### src/rtl/ftou_pkg.sv
// Shared types and helpers for the float-to-unsigned converter pipeline.
package ftou_pkg;

    typedef enum logic [1:0] {
        CLS_ZERO,
        CLS_NORM,
        CLS_INF,
        CLS_NAN
    } cls_e;

    function automatic int bias(input int exp_w);
        return (1 << (exp_w - 1)) - 1;
    endfunction

endpackage

### src/rtl/ftou_shift_round.sv
// S2/S3 datapath: aligns {1, mantissa} to the binary point, then truncates or rounds and saturates.
// FTOU_ROUND_NEAREST_EN selects round-to-nearest-even in S3; otherwise truncation toward zero.
module ftou_shift_round
    import ftou_pkg::*;
#(
    parameter int EXP_W = 11,
    parameter int MAN_W = 52,
    parameter int INT_W = 64
) (
    input  logic             clk,
    input  logic             rst_n,
    input  logic             en,
    input  logic             sign,
    input  logic [1:0]       cls,
    input  logic [EXP_W:0]   e,
    input  logic [MAN_W-1:0] man,
    output logic [INT_W-1:0] res,
    output logic             overflow,
    output logic             invalid
);

    localparam int SW  = INT_W + MAN_W + 1;
    localparam int SHW = $clog2(INT_W);

    logic signed [31:0] e_i;
    logic [SW-1:0]      wide;
    logic [INT_W-1:0]   int_d, int_q, res_d;
    logic               ovf_d, ovf_q, inv_d, inv_q, ovf3_d;

    assign e_i = 32'($signed(e));
    // Binary point sits at bit MAN_W of wide; only meaningful for 0 <= e < INT_W.
    assign wide = SW'({1'b1, man}) << e[SHW-1:0];

`ifdef FTOU_ROUND_NEAREST_EN
    logic             g_d, s_d, g_q, s_q, rnd_up;
    logic [INT_W:0]   sum;
`endif

    always_comb begin
        int_d = '0;
        ovf_d = 1'b0;
        inv_d = 1'b0;
`ifdef FTOU_ROUND_NEAREST_EN
        g_d   = 1'b0;
        s_d   = 1'b0;
`endif
        case (cls_e'(cls))
            CLS_NAN: inv_d = 1'b1;
            CLS_INF: begin
                if (sign) inv_d = 1'b1;
                else      ovf_d = 1'b1;
            end
            CLS_NORM: begin
                if (e_i < 0) begin
`ifdef FTOU_ROUND_NEAREST_EN
                    // Positive fractions only; negatives below one stay 0.
                    if (!sign) begin
                        g_d = (e_i == -1);
                        s_d = (e_i == -1) ? |man : 1'b1;
                    end
`endif
                end else if (sign) begin
                    inv_d = 1'b1;
                end else if (e_i >= INT_W) begin
                    ovf_d = 1'b1;
                end else begin
                    int_d = INT_W'(wide >> MAN_W);
`ifdef FTOU_ROUND_NEAREST_EN
                    g_d   = wide[MAN_W-1];
                    s_d   = |wide[MAN_W-2:0];
`endif
                end
            end
            default: ;
        endcase
    end

    always_ff @(posedge clk or negedge rst_n) begin
        if (!rst_n) begin
            int_q <= '0;
            ovf_q <= 1'b0;
            inv_q <= 1'b0;
`ifdef FTOU_ROUND_NEAREST_EN
            g_q   <= 1'b0;
            s_q   <= 1'b0;
`endif
        end else if (en) begin
            int_q <= int_d;
            ovf_q <= ovf_d;
            inv_q <= inv_d;
`ifdef FTOU_ROUND_NEAREST_EN
            g_q   <= g_d;
            s_q   <= s_d;
`endif
        end
    end

`ifdef FTOU_ROUND_NEAREST_EN
    assign rnd_up = g_q & (s_q | int_q[0]);
    assign sum    = {1'b0, int_q} + {{INT_W{1'b0}}, rnd_up};
    assign ovf3_d = ovf_q | sum[INT_W];
    assign res_d  = ovf3_d ? '1 : sum[INT_W-1:0];
`else
    assign ovf3_d = ovf_q;
    assign res_d  = ovf_q ? '1 : int_q;
`endif

    always_ff @(posedge clk or negedge rst_n) begin
        if (!rst_n) begin
            res      <= '0;
            overflow <= 1'b0;
            invalid  <= 1'b0;
        end else if (en) begin
            res      <= res_d;
            overflow <= ovf3_d;
            invalid  <= inv_q;
        end
    end

endmodule

### src/rtl/float_to_uint_pipe.sv
// Three-stage IEEE-754 float to unsigned integer converter with valid/ready backpressure.
// Define FTOU_ROUND_NEAREST_EN for round-to-nearest-even instead of truncation.
module float_to_uint_pipe
    import ftou_pkg::*;
#(
    parameter int EXP_W = 11,
    parameter int MAN_W = 52,
    parameter int INT_W = 64
) (
    input  logic                   clk,
    input  logic                   rst_n,
    input  logic [EXP_W+MAN_W:0]   in_data,
    input  logic                   in_valid,
    output logic                   in_ready,
    output logic [INT_W-1:0]       out_data,
    output logic                   out_overflow,
    output logic                   out_invalid,
    output logic                   out_valid,
    input  logic                   out_ready
);

    localparam int             EW     = EXP_W + 1;
    localparam logic [EW-1:0]  BIAS_E = EW'(bias(EXP_W));

    typedef struct packed {
        logic             sign;
        cls_e             cls;
        logic [EW-1:0]    e;
        logic [MAN_W-1:0] man;
    } s1_t;

    s1_t              s1_d, s1_q;
    logic [EXP_W-1:0] exp_f;
    logic             v1_q, v2_q, advance;

    // Whole pipe moves together; out_ready reaches in_ready combinationally.
    assign advance  = !out_valid || out_ready;
    assign in_ready = advance;

    assign exp_f = in_data[EXP_W+MAN_W-1 -: EXP_W];

    always_comb begin
        s1_d.sign = in_data[EXP_W+MAN_W];
        s1_d.man  = in_data[MAN_W-1:0];
        s1_d.e    = {1'b0, exp_f} - BIAS_E;
        if (exp_f == '0)
            s1_d.cls = CLS_ZERO;
        else if (&exp_f)
            s1_d.cls = (in_data[MAN_W-1:0] == '0) ? CLS_INF : CLS_NAN;
        else
            s1_d.cls = CLS_NORM;
    end

    always_ff @(posedge clk or negedge rst_n) begin
        if (!rst_n) begin
            s1_q      <= '0;
            v1_q      <= 1'b0;
            v2_q      <= 1'b0;
            out_valid <= 1'b0;
        end else if (advance) begin
            s1_q      <= s1_d;
            v1_q      <= in_valid;
            v2_q      <= v1_q;
            out_valid <= v2_q;
        end
    end

    ftou_shift_round #(
        .EXP_W (EXP_W),
        .MAN_W (MAN_W),
        .INT_W (INT_W)
    ) u_shift_round (
        .clk      (clk),
        .rst_n    (rst_n),
        .en       (advance),
        .sign     (s1_q.sign),
        .cls      (s1_q.cls),
        .e        (s1_q.e),
        .man      (s1_q.man),
        .res      (out_data),
        .overflow (out_overflow),
        .invalid  (out_invalid)
    );

endmodule

### config.mk
export PLATFORM = sky130hd
export DESIGN_NAME = float_to_uint_pipe
export DESIGN_NICKNAME = d
export VERILOG_FILES = /design/src/rtl/ftou_pkg.sv /design/src/rtl/ftou_shift_round.sv /design/src/rtl/float_to_uint_pipe.sv
export SDC_FILE = /design/constraint.sdc
export NUM_CORES = 1
export LEC_CHECK = 0
export CAP_MARGIN = 20
export CORE_ASPECT_RATIO = 1.2
export CORE_MARGIN = 3
export CORE_UTILIZATION = 50
export CTS_CLUSTER_SIZE = 12
export DETAILED_ROUTE_END_ITERATION = 10
export PLACE_DENSITY = 0.71
export SLEW_MARGIN = 40
export SYNTH_ARGS = -nofsm -noshare
export SYNTH_HDL_FRONTEND = slang
export SYNTH_HIERARCHICAL = 1
export SYNTH_SLANG_ARGS = --single-unit
### constraint.sdc
create_clock -name clk -period 4.15 [get_ports clk]
set_input_delay 0.83 -clock clk [delete_from_list [all_inputs] [get_ports clk]]
set_output_delay 0.83 -clock clk [all_outputs]
set_load 0.01 [all_outputs]
* Word-level counts from Yosys, hierarchy flattened
Cells that the tools add are included.
** Word-level totals
- Register bits after elaboration :: 202
- Word-level logic and storage cells :: 41
** Cells by class
- Reduce and logical (&&, ||, !) cells :: 5
- $lt $le $gt $ge :: 2
- Shift-type cells :: 1
- Add/subtract/negate cells :: 1
- Multiplexer cells :: 16
- Equal/unequal tests :: 3
** Operators with widths (number)
- 64-bit 2-to-1 mux :: 5
- 53-bit by 6-bit << shifter with 116-bit output :: 1
- 52-bit logical NOT :: 1
- 12-bit by 8-bit greater-or-equal comparator with 1-bit output (second input constant) :: 1
- 12-bit by 1-bit less-than comparator with 1-bit output (second input constant) :: 1
- 11-bit by 10-bit subtractor with 12-bit output (second input constant) :: 1
- 11-bit logical NOT :: 1
- 11-bit AND reduction :: 1
- 1-bit 2-to-1 mux :: 7
- 2-bit == test (second input constant) :: 2
- 2-bit 2-to-1 mux :: 2
- 1-bit case mux with 3 select lines :: 1
- 2-bit by 1-bit == test with 1-bit output (second input constant) :: 1
- 1-bit case mux with 2 select lines :: 1
- 1-bit logical NOT :: 1
- 1-bit logical OR :: 1

* Longest topological paths before layout
Gate-level depths: netlist of the first run.
- Depth after elaboration :: 5
- Mapped depth :: 10
- Gate-level depth less buffers :: 7

* Hierarchy
Netlist of the first run, hierarchy kept.
** By module, submodules not included
- ftou_shift_round :: times used 1, area each 9406.5 um^2, seq. area each 3303.2 um^2, cells an instance 961
- float_to_uint_pipe :: times used 1, area each 2942.8 um^2, seq. area each 1751.7 um^2, cells an instance 333

* Least setup slack after synthesis of the first run
OpenSTA, ideal clock, no wires.
- Kind :: input-to-reg
- Start :: input port out_ready
- End :: register u_shift_round.int_q[1]
- Data arrival time :: 2.618 ns
- Setup slack :: 1.445 ns
- Stages on the path :: 10
- Cells stage by stage :: nor2b_1 -> buf_2 -> inv_2 -> buf_2 -> nand4bb_1 -> or3_4 -> buf_6 -> nor4_1 -> a311oi_1 -> a22oi_1
** On the way
- Longest elaborated chain between the ends :: 1
** RTL lines
- start, declared :: RTL line float_to_uint_pipe.sv:19 : input logic out_ready
- 1-bit logical OR :: RTL line float_to_uint_pipe.sv:37 : assign advance = !out_valid || out_ready;
- named net in_ready :: RTL line float_to_uint_pipe.sv:14 : output logic in_ready,
- end signal, assigned :: RTL line ftou_shift_round.sv:88 : int_q <= int_d;
- end, declared :: RTL line ftou_shift_round.sv:27 : logic [INT_W-1:0] int_d, int_q, res_d;
The timed path passes the listed nets, and every way through them passes these cells.
A chain may end at the register's enable or synchronous reset.

* Worst setup path in the final report of the first run
- Start :: register s1_q[52] (netlist name)
- End :: register u_shift_round.int_q[8]
** On the way
- Longest elaborated chain between the ends :: 5
** RTL lines
- start, declared :: RTL line float_to_uint_pipe.sv:32 : s1_t s1_d, s1_q;
- start signal, assigned :: RTL line float_to_uint_pipe.sv:56 : s1_q <= '0;
- start signal, assigned :: RTL line float_to_uint_pipe.sv:61 : s1_q <= s1_d;
- 12-bit by 8-bit greater-or-equal comparator with 1-bit output / 53-bit by 6-bit << shifter with 116-bit output (equally long branches) :: RTL line ftou_shift_round.sv:64, ftou_shift_round.sv:32
- 64-bit 2-to-1 mux :: RTL line ftou_shift_round.sv:64 : end else if (e_i >= INT_W) begin
- 64-bit 2-to-1 mux :: RTL line ftou_shift_round.sv:62 : end else if (sign) begin
- 64-bit 2-to-1 mux * :: RTL line ftou_shift_round.sv:54 : if (e_i < 0) begin
- 64-bit 2-to-1 mux * :: RTL line ftou_shift_round.sv:47 : case (cls_e'(cls))
Every way passes the cells marked *; elsewhere a longest branch is shown, timed or not.

==> flow_metrics.tcl, run 1 <==
set metrics [dict create \
    fin_skew_ps 10.4 \
    status "finished clean" \
    area_growth_pct 19.3 \
    crit_arrival_ps 3510 \
    yosysTopAreaCellShare 0.409 \
    diodes 0 \
    path_max_fanout 31 \
    die_w_um 149 \
    grt_pass1_wl_um 63900 \
    insertion_delay_ps 520 \
    netlist.top_cell.by_area "dfrtp_1" \
    ys_types 82 \
    setup_viol 0 \
    wirelength_um 41700 \
    row_count 62 \
    cap_violations 0 \
    core_area_um2 24100 \
    irDropWorstVdd_mv 0.354 \
    dp_hpwl_um 31400 \
    final_common_cell "nand2_1" \
    mostFrequentLayoutCells "257 x nand2_1, 198 x dfrtp_1, 152 x nor2_1, 134 x clkdlybuf4s50_1, 67 x a21oi_1" \
    finalCriticalPeriod_ps 3130 \
    reg2regPathDepth 6 \
    holdBufCountCts 0 \
    synth_area_um2 12300 \
    path_clk_slew_ps 60 \
    syn_inst 1294 \
    wl_per_cell_um 24.1 \
    cts_made_buffers 22 \
    synth_seq_cells 202 \
    post-cts-setup-buffers 0 \
    critPathRequiredTime_ps 4540 \
    rr_startpoint "s1_q[52]$_DFFE_PN0P_" \
    critPathTopFamily "multiplexers" \
    worst_path_largest_cell_delay_ps 660 \
    slew_headroom 0.390 \
    grt_pass1_vias 10300 \
    synthTopCellsByArea "dfrtp_1 41%, mux4_2 10%, nand2_1 7.8%" \
    tritoncts "built" \
    final_layout_size_suffix_gt1_frac 0.139 \
    reg2reg_slack_ps 1020 \
    synthFlopType "dfrtp_1" \
    hold_viol_final 0 \
    clockBufferDepth 3 \
    grt-ovfl-total 0 \
    fin_cells 1728 \
    htreeDepth 1 \
    ctsResizeCount 0 \
    critPathCaptureType "register" \
    antenna_found_initial 0 \
    gr-usage-all-layers 0.313 \
    grt_setup_unrepaired "false" \
    synth_seq_area_share 0.409 \
    via_per_inst 6.23 \
    worstSetupStartpointType "register" \
    cp_num_buf_inv 1 \
    power_density_nw_per_um2 668 \
    ys_warn_count 6 \
    report.final.slew_viol_count 0 \
    io_pins 136 \
    max_freq_ghz 0.320 \
    grt_max_degree 140 \
    layout.nets 1469 \
    drt_iter0_markers 1064 \
    dr.pass1.iters 6 \
    die_h_um 178 \
    critical_path.slowest_cell "dfrtp_4" \
    start_util 0.512 \
    hold_path_class "in2async" \
    gp_congestion 1.06 \
    dieArea_um2 26600 \
    cts_root_buf "clkbuf_16" \
    worstMarginPinSlew_ps 915 \
    ant_nets 0 \
    fin_tns_setup_ps 0 \
    p_leak_nw 6.30 \
    drc 0 \
    reg2reg_to "u_shift_round/int_q[8]$_DFFE_PN0P_" \
    cts.sinks 202 \
    vias 10800 \
    crit_type "reg2reg" \
    dp.cells 1691 \
    period_share 0.753 \
    synthesis.nets 1368 \
    syn_area_per_cell_um2 9.54 \
    async_flop_share 1.00 \
    synth_edf_count 0 \
    port-buffer-count 135 \
    worstPathCellList "buf_12, mux4_2, mux2_2, mux2i_1, nor2_1, or4_1" \
]
## Yosys cell counts (20+ instances only)
master	count
mux4_2	56
buf_2	36
inv_1	30
mux2i_1	63
a21oi_1	67
clkbuf_1	46
o2bb2ai_1	20
o21ai_0	22
nor2_1	152
nand2_1	257
a31oi_1	21
mux2_2	38
dfrtp_1	202
## where the power goes
part / internal, mW / total, mW / switching [mW]
Clock: 1.16 / 1.94 / 0.786
Combinational: 2.12 / 4.90 / 2.78
Sequential: 2.46 / 3.00 / 0.535
## how the worst max path moves through the flow
stage	startpoint	to	slack [ps]	depth (start not counted)
finish	s1_q[52]$_DFFE_PN0P_	u_shift_round/int_q[8]$_DFFE_PN0P_	1020	6
global route	s1_q[52]$_DFFE_PN0P_	u_shift_round/int_q[8]$_DFFE_PN0P_	960	8
CTS	s1_q[52]$_DFFE_PN0P_	u_shift_round/int_q[8]$_DFFE_PN0P_	1090	6
detailed placement	out_ready	u_shift_round/int_q[14]$_DFFE_PN0P_	890	8
global placement	in_data[48]	s1_q[64]$_DFFE_PN0P_	760	5
floorplan	out_ready	u_shift_round/int_q[1]$_DFFE_PN0P_	1440	10
## sequential cells by signal, indices dropped and copies added, names as in the netlist
name,cells
u_shift_round/inv_q,1
u_shift_round/int_q,64
v1_q,1
u_shift_round/res,64
v2_q,1
u_shift_round/invalid,1
out_valid,1
s1_q,67
u_shift_round/overflow,1
u_shift_round/ovf3_d,1
## worst reg2reg max path, cell delays in order, from the launching register on
cell and delay [ps]:
dfrtp_4 660, buf_12 300, mux4_2 570, mux2_2 300, mux2i_1 590, nor2_1 100, or4_1 490
## area by class of cell
class | instances | area, um2
Clock buffer | 34 | 667
Sequential cell | 202 | 5060
Timing Repair Buffer | 176 | 1740
Fill cell | 2093 | 9390
Inverter | 34 | 133
Clock inverter | 3 | 40.0
Multi-Input combinational cell | 959 | 6690
Tap cell | 320 | 400
## stage by stage
stage	setup slack, ps	total power, mW	utilization	cell area, um2	hold slack (ps)
global placement	757	7.79	0.580	14000	439
detailed placement	892	7.82	0.581	14000	447
global route	963	10.3	0.611	14700	301
CTS	1090	9.79	0.610	14700	309
finish	1020	9.84	0.611	14700	275
floorplan	1440	5.76	-	12300	430
## layer usage
| layer | wire (um) | track usage | vias to the layer above |
|---|---|---|---|
| met4 | 2050 | 0.134 | 0 |
| met2 | 19900 | 0.514 | 450 |
| met5 | 0 | 0 | - |
| li1 | - | - | 4892 |
| met3 | 2820 | 0.0445 | 108 |
| met1 | 16900 | 0.418 | 5323 |
## logic make-up after synthesis
logic type | synth area share
muxes | 0.193
buffers and inverters | 0.0504
AOI/OAI and AO/OA | 0.152
xor gates and xnor gates | 0.00638
DFF | 0.409
adders and majority gates | 0.00608
and+or+nand+nor | 0.183
Power figures use the tool's default switching activity.
==> run 2: changes to the inputs <==
PLACE_DENSITY = 0.74   (was 0.71)
clock period = 2.6 ns   (was 4.15 ns; I/O delays follow)
==> run 2 against run 1 <==
Utilization grew 5.5 points. Sequential power is 57% higher. Via count rose by 6.6%. Critical path type unchanged. Critical endpoint unchanged. Clock skew rose by 11 ps. Cell count up 8.9%. Sequential share of layout area is 2.8 points lower. Die area stayed put. Design area grew 8.9%. Non-clock buffer count grew 154. First-iteration DRC count decreased by 7.1%. Routed wire length grew 9.7%.
==> flow_metrics.tcl, run 2 (synthesized netlist as in run 1, its figures left out) <==
set metrics [dict create \
    p_leak_nw 7.10 \
    die_h_um 178 \
    insertion_delay_ps 530 \
    utilization 0.665 \
    core_area_um2 24100 \
    report.final.slew_viol_count 0 \
    regMostFlops "s1_q" \
    wl_per_cell_um 24.3 \
    crit_arrival_ps 2950 \
    via_per_inst 6.10 \
    final_common_cell "nand2_1" \
    largest_register_ff_count 67 \
    fin_cells 1882 \
    gp_congestion 1.07 \
    reg.largest.list "s1_q: 67 flops, u_shift_round/int_q: 64 flops, u_shift_round/res: 64 flops" \
    grt_pass1_vias 11200 \
    drt_iter0_markers 988 \
    ant_nets 0 \
    path_clk_slew_ps 60 \
    layout.nets 1624 \
    area_growth_pct 30.0 \
    dp.cells 1834 \
    dr.pass1.iters 7 \
    dp_hpwl_um 35800 \
    path_max_fanout 6 \
    cts.sinks 202 \
    port-buffer-count 135 \
    hold_viol_final 0 \
    setup_viol 0 \
    fin_skew_ps 21.9 \
    worstMarginPinSlew_ps 728 \
    vias 11500 \
    power_density_nw_per_um2 1070 \
    worstSetupStartpointType "register" \
    diodes 0 \
    critPathCaptureType "register" \
    power_mw 17.2 \
    final_layout_size_suffix_gt1_frac 0.225 \
    drc 0 \
    row_count 62 \
    placedInstanceArea_um2 15200 \
    status "finished clean" \
    stdcell_area_um2 16000 \
    gr-usage-all-layers 0.344 \
    hold_path_class "reg2reg" \
    slew_headroom 0.515 \
    htreeDepth 1 \
    crit_type "reg2reg" \
    die_w_um 149 \
    critPathRequiredTime_ps 2990 \
    dieArea_um2 26600 \
    grt_pass1_wl_um 69700 \
    io_pins 136 \
    max_freq_ghz 0.391 \
    cts_root_buf "clkbuf_16" \
    antenna_found_initial 0 \
    wirelength_um 45700 \
    grt_max_degree 97 \
    mostFrequentLayoutCells "257 x nand2_1, 198 x dfrtp_1, 179 x buf_4, 152 x nor2_1, 134 x clkdlybuf4s50_1" \
    period_share 0.984 \
    clockBufferDepth 3 \
    grt-ovfl-total 0 \
    tritoncts "built" \
    cap_violations 0 \
    irDropWorstVdd_mv 0.795 \
    start_util 0.512 \
    finalCriticalPeriod_ps 2560 \
    fin_tns_setup_ps 0 \
    cts_made_buffers 23 \
]
## run 2: critical path: stages (launching register included)
cell and delay, ps:
dfrtp_4 500, buf_4 180, buf_4 140, mux4_2 450
mux2_2 300, mux2i_1 170, buf_4 170, nor2_1 40
or4_1 460
## run 2: layer usage
layer  global-route usage  part of all wire  vias up
met5                    0                 0        -
met4                0.183             0.066        0
met2                0.565              0.47      524
met3               0.0379             0.058      126
met1                0.449              0.40     5594
li1                     -                 -     5235
## run 2: final cells by class
class,instances,area (um2)
Clock buffer,28,614
Tap cell,320,400
Clock inverter,9,128
Multi-Input combinational cell,959,6700
Fill cell,1922,8080
Inverter,34,133
Timing Repair Buffer,330,3010
Sequential cell,202,5060
## run 2: final timing paths
kind,start,end,slack (ps),cells after the start
max,s1_q[52]$_DFFE_PN0P_,u_shift_round/int_q[8]$_DFFE_PN0P_,40,8
max reg2reg,s1_q[52]$_DFFE_PN0P_,u_shift_round/int_q[8]$_DFFE_PN0P_,40,8
min,u_shift_round/inv_q$_DFFE_PN0P_,u_shift_round/inv_q$_DFFE_PN0P_,480,1
min reg2reg,u_shift_round/inv_q$_DFFE_PN0P_,u_shift_round/inv_q$_DFFE_PN0P_,480,1
max in group asynchronous,rst_n,u_shift_round/int_q[4]$_DFFE_PN0P_,1350,3
min in group asynchronous,rst_n,u_shift_round/res[59]$_DFFE_PN0P_,570,2
## run 2: through the flow
| step | setup WS, ps | hold slack (ps) |
|---|---|---|
| 2_1_floorplan | 205 | 224 |
| 3_3_place_gp | -141 | 440 |
| 3_5_place_dp | -140 | 448 |
| 4_1_cts | 54.2 | 480 |
| 5_1_grt | -23.9 | 498 |
| 6_report | 42.0 | 476 |
## run 2: report_power, final
| part | leakage [nW] | total [mW] | internal [mW] | switching, mW |
|---|---|---|---|---|
| sequential | 2.58 | 4.72 | 3.93 | 0.787 |
| clock | 0.368 | 3.27 | 1.96 | 1.30 |
| combinational | 4.15 | 9.24 | 4.39 | 4.85 |
## run 2: repair_timing
| action | 4_1_cts | 5_1_grt |
|---|---|---|
| hold buffers | 1 | 0 |
| pin swaps | 0 | 1 |
| setup buffers | 6 | 4 |
| hold endpoints to repair | 6 | 0 |
| setup endpoints to repair | 8 | 6 |
| resized for setup | 1 | 4 |
==> run 3: changes to the inputs <==
CTS_BUF_LIST = sky130_fd_sc_hd__clkbuf_2 sky130_fd_sc_hd__clkbuf_4 sky130_fd_sc_hd__clkbuf_8   (was default)
SETUP_SLACK_MARGIN = 0.02   (was default)
SLEW_MARGIN = 20   (was 40)
==> run 3 against run 2 <==
Routed wire length about the same. Clock skew is 5.4 ps lower. Register-to-register slack is essentially flat. Power shrank 0.93%. Die area did not move. Setup slack worse by 7.0 ps. Combinational power rose by 0.6%. Sequential cell count unchanged. Design area is 0.19% higher. Non-clock buffer count grew 2.
==> flow_metrics.tcl, run 3 (synthesized netlist as in run 1, its figures left out) <==
set metrics [dict create \
    status "finished clean" \
    antenna_found_initial 1 \
    irDropWorstVdd_mv 0.730 \
    ant_nets 0 \
    fin_skew_ps 16.5 \
    wl_per_cell_um 23.9 \
    layout.nets 1639 \
    worstSetupStartpointType "register" \
    p_leak_nw 7.13 \
    die_h_um 178 \
    report.final.slew_viol_count 0 \
    diodes 0 \
    dp_hpwl_um 35800 \
    gp_congestion 1.07 \
    reg2reg_to "u_shift_round/int_q[8]$_DFFE_PN0P_" \
    slew_headroom 0.507 \
    critPathCaptureType "register" \
    cts_made_buffers 36 \
    reg.largest.list "s1_q: 67 flops, u_shift_round/int_q: 64 flops, u_shift_round/res: 64 flops" \
    via_per_inst 6.05 \
    hold_path_class "reg2reg" \
    clockBufferDepth 3 \
    worstMarginPinSlew_ps 739 \
    dieArea_um2 26600 \
    grt_setup_unrepaired "true" \
    period_share 0.987 \
    drc 0 \
    wirelength_um 45700 \
    reg2reg_slack_ps 30 \
    placedInstanceArea_um2 15200 \
    hold_viol_final 0 \
    dr.pass1.iters 6 \
    gr-usage-all-layers 0.343 \
    insertion_delay_ps 520 \
    final_layout_size_suffix_gt1_frac 0.242 \
    die_w_um 149 \
    stdcell_area_um2 16100 \
    hold_depth 2 \
    reg2regPathDepth 7 \
    crit_type "reg2reg" \
    grt-ovfl-total 0 \
    tritoncts "built" \
    area_growth_pct 30.2 \
    final_common_cell "nand2_1" \
    max_freq_ghz 0.390 \
    cap_violations 0 \
    crit_arrival_ps 2960 \
    cts_root_buf "clkbuf_8" \
    vias 11500 \
    setup_viol 0 \
    fill_cells 1949 \
    path_clk_slew_ps 60 \
    power_density_nw_per_um2 1060 \
    regMostFlops "s1_q" \
    place_ws_ps -140 \
    grt_pass1_vias 11400 \
    core_area_um2 24100 \
    worstHoldStart "v2_q$_DFFE_PN0P_" \
    drt_iter0_markers 841 \
    largest_register_ff_count 67 \
    start_util 0.512 \
    htreeDepth 2 \
    row_count 62 \
    finalCriticalPeriod_ps 2570 \
    cts.sinks 202 \
    path_max_fanout 18 \
    grt_pass1_wl_um 69400 \
    grt_max_degree 97 \
    fin_tns_setup_ps 0 \
    rr_startpoint "s1_q[52]$_DFFE_PN0P_" \
    critPathRequiredTime_ps 2990 \
    fin_ws_ps 34.9 \
    whs_endpoint "v2_q$_DFFE_PN0P_" \
    port-buffer-count 135 \
    io_pins 136 \
    mostFrequentLayoutCells "257 x nand2_1, 198 x dfrtp_1, 180 x buf_4, 151 x nor2_1, 134 x clkdlybuf4s50_1" \
]
## run 3: changes by cell type in the layout (fill, tap and decap cells not counted), sizes merged
cell	before	now
clkbuf	29	55
buf	194	196
bufinv	3	1
clkinvlp	0	2
clkinv	7	6
inv	33	32
## run 3: layout make-up
cell class	count	area, um2	area share
multi-input cells	959	6720	0.418
flip-flops and latches	202	5060	0.315
repair buffers	332	3030	0.188
clock buffers	54	668	0.0416
well taps	320	400	0.0249
inverters	34	133	0.00825
clock inverters	7	68.8	0.00428
## run 3: worst max-delay path, cell delays in order, from the launching register on
cell     delay (ps)
dfrtp_4         510
buf_4           160
buf_12          150
mux2i_2         350
mux2i_1         270
mux2i_1         350
o22ai_1         120
or4_1           520
## run 3: per-stage QoR
step                utilization  hold slack, ps  power, mW  instances
CTS                       0.662             462       16.9       1901
global route              0.666             486       17.9       1908
floorplan                     -             224       9.19       1294
detailed placement        0.629             448       13.7       1834
finish                    0.666             457       17.1       1908
global placement          0.629             440       13.7       1834
## run 3: routing by layer
metal  vias to the layer above  track usage  share of wire
met5                         -            0        0.00028
met3                       139       0.0490          0.063
met1                      5588        0.441           0.40
met2                       545        0.559           0.47
met4                         2        0.190          0.066
li1                       5260            -              -
## run 3: how the worst max path moves through the flow
stage | to | depth (start not counted) | startpoint
3_5_place_dp | u_shift_round/int_q[8]$_DFFE_PN0P_ | 6 | s1_q[52]$_DFFE_PN0P_
5_1_grt | u_shift_round/int_q[22]$_DFFE_PN0P_ | 7 | s1_q[52]$_DFFE_PN0P_
4_1_cts | u_shift_round/int_q[22]$_DFFE_PN0P_ | 6 | s1_q[52]$_DFFE_PN0P_
2_1_floorplan | u_shift_round/int_q[1]$_DFFE_PN0P_ | 10 | out_ready
6_report | u_shift_round/int_q[8]$_DFFE_PN0P_ | 7 | s1_q[52]$_DFFE_PN0P_
3_3_place_gp | u_shift_round/int_q[8]$_DFFE_PN0P_ | 6 | s1_q[52]$_DFFE_PN0P_
## run 3: repair_timing
action,4_1_cts,5_1_grt
buffers inserted,5,8
resized for setup,1,12
pin swaps,0,2
hold buffers,1,0
endpoints found under the setup margin,16,8
hold endpoints to repair,26,0
## run 3: where the power goes
group | switching [mW] | internal, mW | leakage (nW) | total [mW]
logic | 4.86 | 4.43 | 4.16 | 9.30
registers | 0.785 | 3.93 | 2.58 | 4.72
clock network | 1.30 | 1.74 | 0.388 | 3.05
